--- src/rtl/dmem_arbiter_pkg.sv ---
// Shared types and constants for the data-memory arbiter and its picker.
package dmem_arb_pkg;

    // Access sequencer states.
    typedef enum logic [1:0] {
        IDLE   = 2'd0,
        ACCESS = 2'd1,
        RESP   = 2'd2
    } state_e;

    // Default number of memory words.
    localparam int DEPTH_DEFAULT = 32;

    // Port identifiers, also used as the last-winner pointer encoding.
    localparam logic P0 = 1'b0;
    localparam logic P1 = 1'b1;

    // Collapse a one-hot two-way grant into a port id (P0 when nothing is granted).
    function automatic logic gnt_to_id(input logic [1:0] gnt);
        logic id;
        if (gnt[1]) begin
            id = P1;
        end else begin
            id = P0;
        end
        return id;
    endfunction

endpackage

--- src/rtl/dmem_arbiter_rr_arb2.sv ---
// Combinational two-way picker: single requester wins, ties go to the port
// that did not win last time, or always to port 0 under fixed priority.
module rr_arb2
    import dmem_arb_pkg::*;
(
    input  logic [1:0] i_req,
    input  logic       i_last,
    input  logic       i_fixed_prio,
    output logic [1:0] o_gnt
);

    // One-hot winner selection from the request vector and the last winner.
    always_comb begin
        o_gnt = 2'b00;
        case (i_req)
            2'b01: o_gnt = 2'b01;
            2'b10: o_gnt = 2'b10;
            2'b11: begin
                if (i_fixed_prio || (i_last == P1)) begin
                    o_gnt = 2'b01;
                end else begin
                    o_gnt = 2'b10;
                end
            end
            default: o_gnt = 2'b00;
        endcase
    end

endmodule

--- src/rtl/dmem_arbiter.sv ---
// Two-port arbiter and access sequencer for the core's data memory.
// Each access takes IDLE (grant) -> ACCESS (memory cycle) -> RESP (RVALID).
// Memory-side outputs come only from registers; GNT is combinational.
module dmem_arbiter
    import dmem_arb_pkg::*;
#(
    parameter int DEPTH      = DEPTH_DEFAULT,
    parameter int DATA_W     = 32,
    parameter int ADDR_W     = 32,
    parameter bit FIXED_PRIO = 1'b0
) (
    input  logic              i_clk,
    input  logic              i_rst_n,
    input  logic              i_req0,
    input  logic              i_req1,
    input  logic              i_we0,
    input  logic              i_we1,
    input  logic [ADDR_W-1:0] i_addr0,
    input  logic [ADDR_W-1:0] i_addr1,
    input  logic [DATA_W-1:0] i_wdata0,
    input  logic [DATA_W-1:0] i_wdata1,
    output logic              o_gnt0,
    output logic              o_gnt1,
    output logic              o_rvalid0,
    output logic              o_rvalid1,
    output logic [DATA_W-1:0] o_rdata,
    output logic              o_err,
    output logic              o_mem_we,
    output logic [ADDR_W-1:0] o_mem_a,
    output logic [DATA_W-1:0] o_mem_wd,
    input  logic [DATA_W-1:0] i_mem_rd
);

    // True when a word index addresses a real memory location.
    function automatic logic addr_in_range(input logic [ADDR_W-1:0] addr);
        return (addr < ADDR_W'(DEPTH));
    endfunction

    state_e              r_state;
    state_e              w_next_state;
    logic                r_last;
    logic                r_cmd_we;
    logic [ADDR_W-1:0]   r_cmd_addr;
    logic [DATA_W-1:0]   r_cmd_wdata;
    logic                r_cmd_owner;
    logic                r_mem_we;
    logic                r_rvalid0;
    logic                r_rvalid1;
    logic [DATA_W-1:0]   r_rdata;
    logic                r_err;

    logic                w_arb_en;
    logic [1:0]          w_req;
    logic [1:0]          w_gnt;
    logic                w_grant;
    logic                w_win_id;
    logic                w_win_we;
    logic [ADDR_W-1:0]   w_win_addr;
    logic [DATA_W-1:0]   w_win_wdata;
    logic                w_cmd_in_range;

    // Requests are only visible to the picker while idle and out of reset,
    // so GNT drops immediately when reset is asserted.
    always_comb begin
        w_arb_en = 1'b0;
        w_req    = 2'b00;
        if ((r_state == IDLE) && i_rst_n) begin
            w_arb_en = 1'b1;
        end else begin
            w_arb_en = 1'b0;
        end
        w_req = {i_req1, i_req0} & {2{w_arb_en}};
    end

    rr_arb2 u_rr_arb2 (
        .i_req        (w_req),
        .i_last       (r_last),
        .i_fixed_prio (1'(FIXED_PRIO)),
        .o_gnt        (w_gnt)
    );

    // Route the winning port's command fields toward the command register.
    always_comb begin
        w_grant     = |w_gnt;
        w_win_id    = gnt_to_id(w_gnt);
        w_win_we    = 1'b0;
        w_win_addr  = '0;
        w_win_wdata = '0;
        if (w_win_id == P1) begin
            w_win_we    = i_we1;
            w_win_addr  = i_addr1;
            w_win_wdata = i_wdata1;
        end else begin
            w_win_we    = i_we0;
            w_win_addr  = i_addr0;
            w_win_wdata = i_wdata0;
        end
    end

    // Range check of the latched command, used during the memory cycle.
    always_comb begin
        w_cmd_in_range = addr_in_range(r_cmd_addr);
    end

    // Sequencer state register.
    always_ff @(posedge i_clk or negedge i_rst_n) begin
        if (!i_rst_n) begin
            r_state <= IDLE;
        end else begin
            r_state <= w_next_state;
        end
    end

    // Next-state logic: a grant starts an access, which always runs to RESP.
    always_comb begin
        w_next_state = r_state;
        case (r_state)
            IDLE: begin
                if (w_grant) begin
                    w_next_state = ACCESS;
                end else begin
                    w_next_state = IDLE;
                end
            end
            ACCESS:  w_next_state = RESP;
            RESP:    w_next_state = IDLE;
            default: w_next_state = IDLE;
        endcase
    end

    // Last-winner pointer; reset to port 1 so port 0 takes the first tie.
    always_ff @(posedge i_clk or negedge i_rst_n) begin
        if (!i_rst_n) begin
            r_last <= P1;
        end else if (w_grant) begin
            r_last <= w_win_id;
        end else begin
            r_last <= r_last;
        end
    end

    // Command register: captures the winner's request on the grant edge.
    always_ff @(posedge i_clk or negedge i_rst_n) begin
        if (!i_rst_n) begin
            r_cmd_we    <= 1'b0;
            r_cmd_addr  <= '0;
            r_cmd_wdata <= '0;
            r_cmd_owner <= P0;
        end else if (w_grant) begin
            r_cmd_we    <= w_win_we;
            r_cmd_addr  <= w_win_addr;
            r_cmd_wdata <= w_win_wdata;
            r_cmd_owner <= w_win_id;
        end else begin
            r_cmd_we    <= r_cmd_we;
            r_cmd_addr  <= r_cmd_addr;
            r_cmd_wdata <= r_cmd_wdata;
            r_cmd_owner <= r_cmd_owner;
        end
    end

    // Memory write enable: high for exactly the ACCESS cycle of an in-range write.
    always_ff @(posedge i_clk or negedge i_rst_n) begin
        if (!i_rst_n) begin
            r_mem_we <= 1'b0;
        end else begin
            r_mem_we <= w_grant & w_win_we & addr_in_range(w_win_addr);
        end
    end

    // Response data: sample memory at the end of ACCESS; writes and
    // out-of-range accesses return zero.
    always_ff @(posedge i_clk or negedge i_rst_n) begin
        if (!i_rst_n) begin
            r_rdata <= '0;
            r_err   <= 1'b0;
        end else if (r_state == ACCESS) begin
            if (!r_cmd_we && w_cmd_in_range) begin
                r_rdata <= i_mem_rd;
            end else begin
                r_rdata <= '0;
            end
            r_err <= ~w_cmd_in_range;
        end else begin
            r_rdata <= r_rdata;
            r_err   <= r_err;
        end
    end

    // Completion pulses: one cycle in RESP, steered to the command owner.
    always_ff @(posedge i_clk or negedge i_rst_n) begin
        if (!i_rst_n) begin
            r_rvalid0 <= 1'b0;
            r_rvalid1 <= 1'b0;
        end else begin
            r_rvalid0 <= (r_state == ACCESS) && (r_cmd_owner == P0);
            r_rvalid1 <= (r_state == ACCESS) && (r_cmd_owner == P1);
        end
    end

    assign o_gnt0    = w_gnt[0];
    assign o_gnt1    = w_gnt[1];
    assign o_rvalid0 = r_rvalid0;
    assign o_rvalid1 = r_rvalid1;
    assign o_rdata   = r_rdata;
    assign o_err     = r_err;
    assign o_mem_we  = r_mem_we;
    assign o_mem_a   = r_cmd_addr;
    assign o_mem_wd  = r_cmd_wdata;

endmodule
--- config.mk ---
export PLATFORM = sky130hd
export DESIGN_NAME = dmem_arbiter
export DESIGN_NICKNAME = d
export VERILOG_FILES = /design/src/rtl/dmem_arbiter_pkg.sv /design/src/rtl/dmem_arbiter_rr_arb2.sv /design/src/rtl/dmem_arbiter.sv
export SDC_FILE = /design/constraint.sdc
export NUM_CORES = 1
export LEC_CHECK = 0
export CAP_MARGIN = 10
export CELL_PAD_IN_SITES_DETAIL_PLACEMENT = 2
export CELL_PAD_IN_SITES_GLOBAL_PLACEMENT = 2
export CORE_ASPECT_RATIO = 1.25
export CORE_MARGIN = 1
export CORE_UTILIZATION = 22
export DETAILED_ROUTE_END_ITERATION = 10
export PLACE_DENSITY_LB_ADDON = 0.3
export SKIP_CTS_REPAIR_TIMING = 1
export SLEW_MARGIN = 20
export SYNTH_ARGS = -nofsm -noshare
export SYNTH_HDL_FRONTEND = slang
export SYNTH_SLANG_ARGS = --single-unit
--- constraint.sdc ---
create_clock -name i_clk -period 1.6 [get_ports i_clk]
set_input_delay 0.24 -clock i_clk [delete_from_list [all_inputs] [get_ports i_clk]]
set_output_delay 0.24 -clock i_clk [all_outputs]
set_load 0.02 [all_outputs]
== Word-level counts from Yosys, hierarchy flattened ==
Cells that the tools add are included.

* Output and inout bits: 102
* Word-level logic and storage cells: 39
* Register bits: 105
* Input port bits: 166

* $lt $le $gt $ge: 2
* Bitwise gates (word level): 5
* Muxes and demuxes: 10
* Eq/ne operators: 4
* Reduce and logical (&&, ||, !) cells: 7

{| class="wikitable"
|+ Operators with widths
! kind !! number
|-
| $mux 32 || 3
|-
| $lt 32x6->1 const B || 2
|-
| $pmux 2 s3 || 1
|-
| $eq 2x1->1 const B || 2
|-
| $eq 2x2->1 const B || 2
|-
| $logic_and 1x1->1 || 4
|-
| $mux 1 || 4
|-
| $pmux 2 s2 || 1
|-
| $and 1x1->1 || 2
|-
| $and 2x2->2 || 1
|-
| $logic_not 2->1 || 1
|-
| $mux 2 || 1
|-
| $not 1->1 || 2
|-
| $reduce_or 2->1 || 1
|-
| $logic_not 1->1 || 1
|}

== Depth between registers and ports, before layout ==
Gate-level depths: netlist of run 1.

* Word-level depth: 10
* Mapped depth: 7
* Gate-level depth less buffers: 5

== Modules after synthesis ==
From an unflattened synthesis of run 1, not the netlist that was laid out.

* Cell total of the unflattened synthesis: 409
* Area total of the unflattened synthesis: 4634.4 µm²

{| class="wikitable"
|+ By module, submodules not included
! module !! cells an instance !! times used !! area an instance (µm²) !! sequential area each (µm²)
|-
| dmem_arbiter || 405 || 1 || 4611.9 || 2628.8
|-
| rr_arb2 || 4 || 1 || 22.5 || 0.0
|}

== Worst setup path after synthesis of run 1 ==
Ideal clock, no wire load.

* Kind: reg-to-reg
* From: register r_cmd_addr[29] (netlist: o_mem_a[29])
* To: register r_rdata[10] (netlist: o_rdata[10])
* Stages on the path, launching flop included: 6
* Data arrival time: 1.484 ns
* Period minus slack after synthesis: 1.550 ns
* Buffers on the path: 1
* Setup slack: 0.050 ns
* Library setup time: 0.066 ns
* Data required time: 1.534 ns
* Path through: dfrtp_1 > nor4_2 > nand4_2 > nor3_4 > buf_6 > a22o_1

* Longest elaborated chain between the ends: 3

{| class="wikitable"
|+ Ends and longest elaborated chain
! what !! line !! source
|-
| start, declared || dmem_arbiter.sv:43 || <nowiki>logic [ADDR_W-1:0] r_cmd_addr;</nowiki>
|-
| start signal, assigned || dmem_arbiter.sv:151 || <nowiki>r_cmd_addr <= w_win_addr;</nowiki>
|-
| start signal, assigned || dmem_arbiter.sv:156 || <nowiki>r_cmd_addr <= r_cmd_addr;</nowiki>
|-
| $lt 32x6->1 || dmem_arbiter.sv:36 || <nowiki>return (addr < ADDR_W'(DEPTH));</nowiki>
|-
| $logic_and 1x1->1 || dmem_arbiter.sv:178 || <nowiki>if (!r_cmd_we && w_cmd_in_range) begin</nowiki>
|-
| $mux 32 || dmem_arbiter.sv:178 ||
|-
| end signal, assigned || dmem_arbiter.sv:179 || <nowiki>r_rdata <= i_mem_rd;</nowiki>
|-
| end signal, assigned || dmem_arbiter.sv:185 || <nowiki>r_rdata <= r_rdata;</nowiki>
|-
| end, declared || dmem_arbiter.sv:49 || <nowiki>logic [DATA_W-1:0] r_rdata;</nowiki>
|}

Every way passes these cells.
A chain may end at the register's enable or synchronous reset.

== Worst setup path in the final report of run 1 ==
* From: register r_cmd_addr[12] (netlist: o_mem_a[12])
* To: register r_rdata[27] (netlist: o_rdata[27])

The elaborated chain is that of the path after synthesis.

==> results of run 1 <==
-- layout make-up --
type                            count  area, um^2
Fill cell                        2151       12090
Tap cell                          274       342.8
Timing Repair Buffer              326        3418
Sequential cell                   105        2629
Clock buffer                       12       256.5
Multi-Input combinational cell    272        2012
Inverter                            5       18.77
Clock inverter                      4       51.30
-- stage by stage --
step           hold WS [ps]  power (mW)  area (um^2)    util  std cells
4_1_cts               29.43       8.895         8310  0.3992        994
3_5_place_dp          415.4       6.524         8003  0.3844        978
6_report             -7.261       8.823         8728  0.4193        998
3_3_place_gp          412.0       6.428         8003  0.3844        978
5_1_grt               36.86       9.284         8728  0.4193        998
2_1_floorplan        -55.59       4.581         4656       -        410
-- state kept, by name, indices dropped and copies added (netlist names) --
register / cells
o_rvalid1: 1
r_last: 1
o_mem_we: 1
o_mem_wd: 32
r_state: 2
r_cmd_we: 1
o_rdata: 32
r_cmd_owner: 1
o_rvalid0: 1
o_err: 1
o_mem_a: 32
-- logic make-up after synthesis --
kind of cell           after synthesis  synth area share
buffers and inverters               33           0.04488
flip-flops                         105            0.5646
AO/OA/AOI/OAI                      102            0.1387
AND/OR/NAND/NOR                    106            0.1142
multiplexers                        64            0.1376
-- cell usage in the layout (no fill, tap or decap), types with 2 or more instances in the layout --
cell / n
a22o_1: 30
o21ai_0: 6
nand4_1: 3
nand3_1: 4
inv_1: 2
o21ai_1: 55
clkdlybuf4s50_1: 201
inv_2: 3
nor4_2: 5
a22o_2: 2
nand2_1: 67
mux2i_2: 11
nor3_1: 5
o21ai_2: 4
mux2i_1: 46
clkbuf_8: 2
nor4_1: 12
buf_4: 48
clkbuf_16: 11
buf_6: 4
dlymetal6s2s_1: 63
buf_12: 6
nor2_1: 2
dfrtp_1: 104
mux2i_4: 7
-- power groups by stage --
stage               registers (mW)  clock network (mW)  logic (mW)
detailed placement            3.45                   0        3.08
finish                        3.40                2.29        3.14
global placement              3.41                   0        3.01
CTS                           3.40                2.39        3.10
global route                  3.45                2.49        3.34
floorplan                     3.90                   0       0.677
-- worst max-delay path: stages, from the launching register on --
cell,delay [ps]
dfrtp_1,400
nor4_2,320
nand4_1,170
buf_4,180
nor3_4,150
buf_12,220
a22o_1,160
-- routing by layer --
metal / share of wire / global-route usage
met1: 0.36 / 0.1856
met2: 0.57 / 0.3444
met3: 0.051 / 0.04174
met4: 0.014 / 0.05233
met5: 0 / 0
-- worst max path at each step --
| stage | startpoint | to | slack (ps) |
|---|---|---|---|
| CTS | r_state[0] | o_gnt1 | -600 |
| detailed placement | i_req1 | o_mem_a[18] | -390 |
| finish | o_mem_a[12] | o_rdata[27] | -80 |
| global placement | i_req0 | o_gnt1 | -270 |
| floorplan | o_mem_a[29] | o_rdata[10] | 50 |
| global route | o_mem_a[12] | o_rdata[2] | -200 |
-- Yosys cell counts, drive strengths merged --
master,count,share of area
dfrtp,104,0.56
dfstp,1,0.0056
nand2b,2,0.0027
buf,21,0.031
nand3,6,0.0075
nor2,2,0.0016
o21a,1,0.0016
nor3,6,0.0089
a22o,32,0.061
clkbuf,6,0.0070
nor3b,1,0.0027
nand2,67,0.054
mux2i,64,0.14
dlymetal6s2s,1,0.0027
a21o,1,0.0016
o22a,1,0.0022
nand4,4,0.0067
nor4,18,0.030
a21boi,1,0.0016
o21ai,66,0.071
inv,5,0.0040
==> results.py, run 1 <==
metrics = {
    "cts": {
        "clk_pin_slew_worst_paths_ps": 70,
        "clock_path_buffers": 2,
        "cts-root-buf": "clkbuf_16",
        "cts_htree_levels": 3,
        "cts_buffers": 9,
        "clock-sinks": 105,
        "worstSkewPairLatency_ps": 340,
        "cts_tree": "done",
    },
    "synthesis": {
        "synth_cell_types": 32,
        "synth_seq_area_share": 0.5646,
        "synth_seq_cells": 105,
        "syn_area_mm2": 0.004656,
        "syn_inst": 410,
        "syn_nets": 576,
        "yosys_warnings": 0,
        "syn_avg_cell_area_um2": 11.36,
    },
    "job": {
        "maxCapViolCount": 0,
    },
    "global_route": {
        "grt_pass1_wl_mm": 29.01,
        "grt_overflow": 0,
        "grt_usage": 0.1762,
        "grt_max_degree": 59,
        "grt_pass1_vias": 5126,
        "antenna_found_initial": 0,
    },
    "sta": {
        "finalCritPeriodShare": 1.053,
        "fmax_ghz": 0.5936,
        "setup_tns_ps": -3464,
        "hold_ws_ps": -7.261,
        "maxSlewHeadroom": 0.4849,
        "drv_slew": 0,
        "setup_viol": 70,
        "rsz0062_at_grt": "yes",
        "hold_viol_final": 3,
        "fin_ws_ps": -84.73,
        "worstMarginPinSlew_ps": 772.6,
        "fin_crit_ps": 1685,
        "fin_skew_ps": 13.89,
    },
    "critical_path": {
        "arrival_ps": 1950,
        "required_ps": 1870,
        "startpoint_type": "flip-flop",
        "reg2reg_setup_slack_ps": -80,
        "reg2reg_from": "o_mem_a[12]",
        "rr_worst_depth": 6,
        "crit_type": "reg -> reg",
        "cp_max_fo": 32,
        "reg2reg_to": "o_rdata[27]",
        "endpoint_kind": "flip-flop",
    },
    "pwr": {
        "p_per_area_mw_per_mm2": 1011,
        "p_int_mw": 5.973,
        "power_leakage_nw": 4.689,
        "p_sw_mw": 2.850,
        "power_frac_comb": 0.355,
        "sw_frac_of_total": 0.3230,
        "p_seq_frac": 0.385,
        "power.share.clock": 0.260,
        "vdd_ir_drop_max_mv": 0.5407,
    },
    "placement": {
        "pre_cts_ws_ps": -387.8,
        "gp_congestion": 0.9269,
        "portBuffers": 267,
        "dpl.hpwl_mm": 15.44,
    },
    "cells_and_area": {
        "nNetsFinal": 885,
        "layout-drive-gt1-share": 0.1644,
        "area_growth_pct": 87.48,
        "antennaDiodeCount": 0,
    },
    "floorplan": {
        "fp.dieArea_mm2": 0.02175,
        "pin_count": 268,
        "die_w_um": 132.1,
        "core_mm2": 0.02082,
        "die_y_um": 164.6,
        "fp-row-count": 59,
        "initial_utilization": 0.2236,
    },
    "run_status": {
        "violations": "hold timing, setup timing",
        "status": "complete, but fails checks",
    },
    "hold_path": {
        "hold_path_class": "in -> async",
    },
    "detailed_routing": {
        "wirelength_mm": 19.82,
        "ant_nets": 0,
        "remaining_drc_errors": 0,
        "viasPerCell": 4.494,
        "wire_per_inst_um": 19.86,
        "firstDrtPassIters": 4,
        "first_iter_violations": 95,
        "vias": 4485,
    },
}
Note: power is estimated with default switching activity, not from simulation.
==> inputs of run 2 (changes only) <==
--- a/config.mk
+++ b/config.mk
@@ -6,7 +6,7 @@
 export NUM_CORES = 1
 export LEC_CHECK = 0
 export CAP_MARGIN = 10
-export CELL_PAD_IN_SITES_DETAIL_PLACEMENT = 2
+export CELL_PAD_IN_SITES_DETAIL_PLACEMENT = 1
 export CELL_PAD_IN_SITES_GLOBAL_PLACEMENT = 2
 export CORE_ASPECT_RATIO = 1.25
 export CORE_MARGIN = 1
==> results.py, run 2 (same netlist as run 1, synthesis figures left out) <==
metrics = {
    "cells_and_area": {
        "area_growth_pct": 87.93,
        "regArea_mm2": 0.002629,
        "nNetsFinal": 887,
        "final_cell_mix": "clkdlybuf4s50_1, dfrtp_1, nand2_1",
        "utilization": 0.4203,
        "multi_input_area_mm2": 0.001967,
        "antennaDiodeCount": 0,
        "layout-drive-gt1-share": 0.1543,
        "fillers": 2242,
        "final-instance-count-excl-fill": 1000,
        "fin_area_mm2": 0.008750,
        "final_common_cell": "clkdlybuf4s50_1",
    },
    "sta": {
        "hold_viol_final": 4,
        "maxSlewHeadroom": 0.5000,
        "fin_skew_ps": 12.13,
        "drv_slew": 0,
        "setup_tns_ps": -2657,
        "finalCritPeriodShare": 1.051,
        "hold_ws_ps": -1.474,
        "setup_viol": 51,
        "worstMarginPinSlew_ps": 750.0,
        "fin_ws_ps": -80.92,
        "rsz0062_at_grt": "yes",
        "fin_crit_ps": 1681,
        "fmax_ghz": 0.5949,
    },
    "placement": {
        "portBuffers": 267,
        "pre_cts_ws_ps": -347.2,
        "place_inst": 978,
        "placed_area_mm2": 0.008003,
        "dpl.hpwl_mm": 14.00,
        "gp_congestion": 0.9269,
    },
    "pwr": {
        "vdd_ir_drop_max_mv": 0.4723,
        "p_seq_frac": 0.385,
        "sw_frac_of_total": 0.3216,
        "p_per_area_mw_per_mm2": 1003,
        "total_power_mw": 8.773,
        "power_leakage_nw": 4.679,
        "p_int_mw": 5.952,
        "power.share.clock": 0.261,
        "p_sw_mw": 2.821,
        "power_frac_comb": 0.354,
    },
    "floorplan": {
        "core_mm2": 0.02082,
        "fp-row-count": 59,
        "fp.dieArea_mm2": 0.02175,
        "die_w_um": 132.1,
        "pin_count": 268,
        "initial_utilization": 0.2236,
        "die_y_um": 164.6,
    },
    "detailed_routing": {
        "remaining_drc_errors": 0,
        "wirelength_mm": 18.29,
        "first_iter_violations": 136,
        "viasPerCell": 4.422,
        "vias": 4422,
        "wire_per_inst_um": 18.29,
        "firstDrtPassIters": 4,
        "ant_nets": 0,
    },
    "critical_path": {
        "required_ps": 1880,
        "startpoint_type": "flip-flop",
        "worstSetupEndpoint": "o_rdata[19]",
        "cp_max_fo": 32,
        "rr_worst_depth": 6,
        "reg2reg_to": "o_rdata[19]",
        "reg2reg_setup_slack_ps": -80,
        "crit_type": "reg -> reg",
        "arrival_ps": 1960,
        "reg2reg_from": "o_mem_a[12]",
        "crit_path_start": "o_mem_a[12]",
        "endpoint_kind": "flip-flop",
    },
    "cts": {
        "clock_path_buffers": 2,
        "clk_pin_slew_worst_paths_ps": 80,
        "cts_tree": "done",
        "cts_buffers": 9,
        "worstSkewPairLatency_ps": 350,
        "cts-root-buf": "clkbuf_16",
        "clock-sinks": 105,
        "cts_htree_levels": 3,
    },
    "global_route": {
        "grt_max_degree": 59,
        "antenna_found_initial": 0,
        "grt_usage": 0.1615,
        "grt_overflow": 0,
        "grt_pass1_vias": 4863,
        "grt_pass1_wl_mm": 26.59,
    },
    "job": {
        "maxCapViolCount": 0,
    },
    "run_status": {
        "status": "complete, but fails checks",
        "violations": "hold timing, setup timing",
    },
    "hold_path": {
        "hold_path_class": "in -> async",
    },
}
==> run 2: cell count changes in the layout (fill, tap and decap cells not counted), moves of 2 or more <==
cell | before | now
o21ai_2 | 4 | 1
mux2i_1 | 46 | 51
buf_4 | 48 | 46
inv_6 | 0 | 2
dlymetal6s2s_1 | 63 | 59
mux2i_2 | 11 | 7
o21ai_0 | 6 | 9
clkbuf_16 | 11 | 13
clkdlybuf4s50_1 | 201 | 205
==> run 2: power groups by stage <==
| stage | clock network, mW | logic [mW] | registers [mW] |
|---|---|---|---|
| after floorplan | 0 | 0.677 | 3.90 |
| after global placement | 0 | 3.01 | 3.41 |
| after detailed placement | 0 | 3.04 | 3.44 |
| after CTS | 2.39 | 3.06 | 3.39 |
| after global routing | 2.47 | 3.33 | 3.44 |
| final | 2.29 | 3.10 | 3.38 |
==> run 2: final cells by class <==
type / instances / area share
multi-input combinational: 272 / 0.2248
clock inverter: 5 / 0.007150
tap: 274 / 0.03918
sequential: 105 / 0.3004
inverter: 5 / 0.002145
timing repair buffer: 328 / 0.3985
clock buffer: 11 / 0.02774
==> run 2: worst min path at each step <==
| stage | start | cells past startpoint | end | slack [ps] |
|---|---|---|---|---|
| global placement | i_rst_n | 2 | o_mem_wd[29] | 410 |
| global route | i_rst_n | 2 | o_mem_wd[29] | 50 |
| CTS | i_rst_n | 2 | o_mem_wd[25] | 30 |
| finish | i_rst_n | 2 | o_mem_wd[29] | -1 |
| detailed placement | i_rst_n | 2 | o_mem_wd[29] | 410 |
| floorplan | i_rst_n | 0 | o_err | -60 |
==> run 2: routing by layer <==
layer  vias up  part of all wire  track usage
met1      2153              0.37       0.1754
li1       2092                 -            -
met3        15             0.055      0.03039
met4         0             0.019      0.06184
met2       162              0.55       0.3090
met5         -                 0            0
==> run 2: worst max-delay path: stages (launching register included) <==
cell,delay (ps)
dfrtp_1,390
nor4_2,320
nand4_1,180
buf_4,190
nor3_4,150
buf_12,210
a22o_1,160
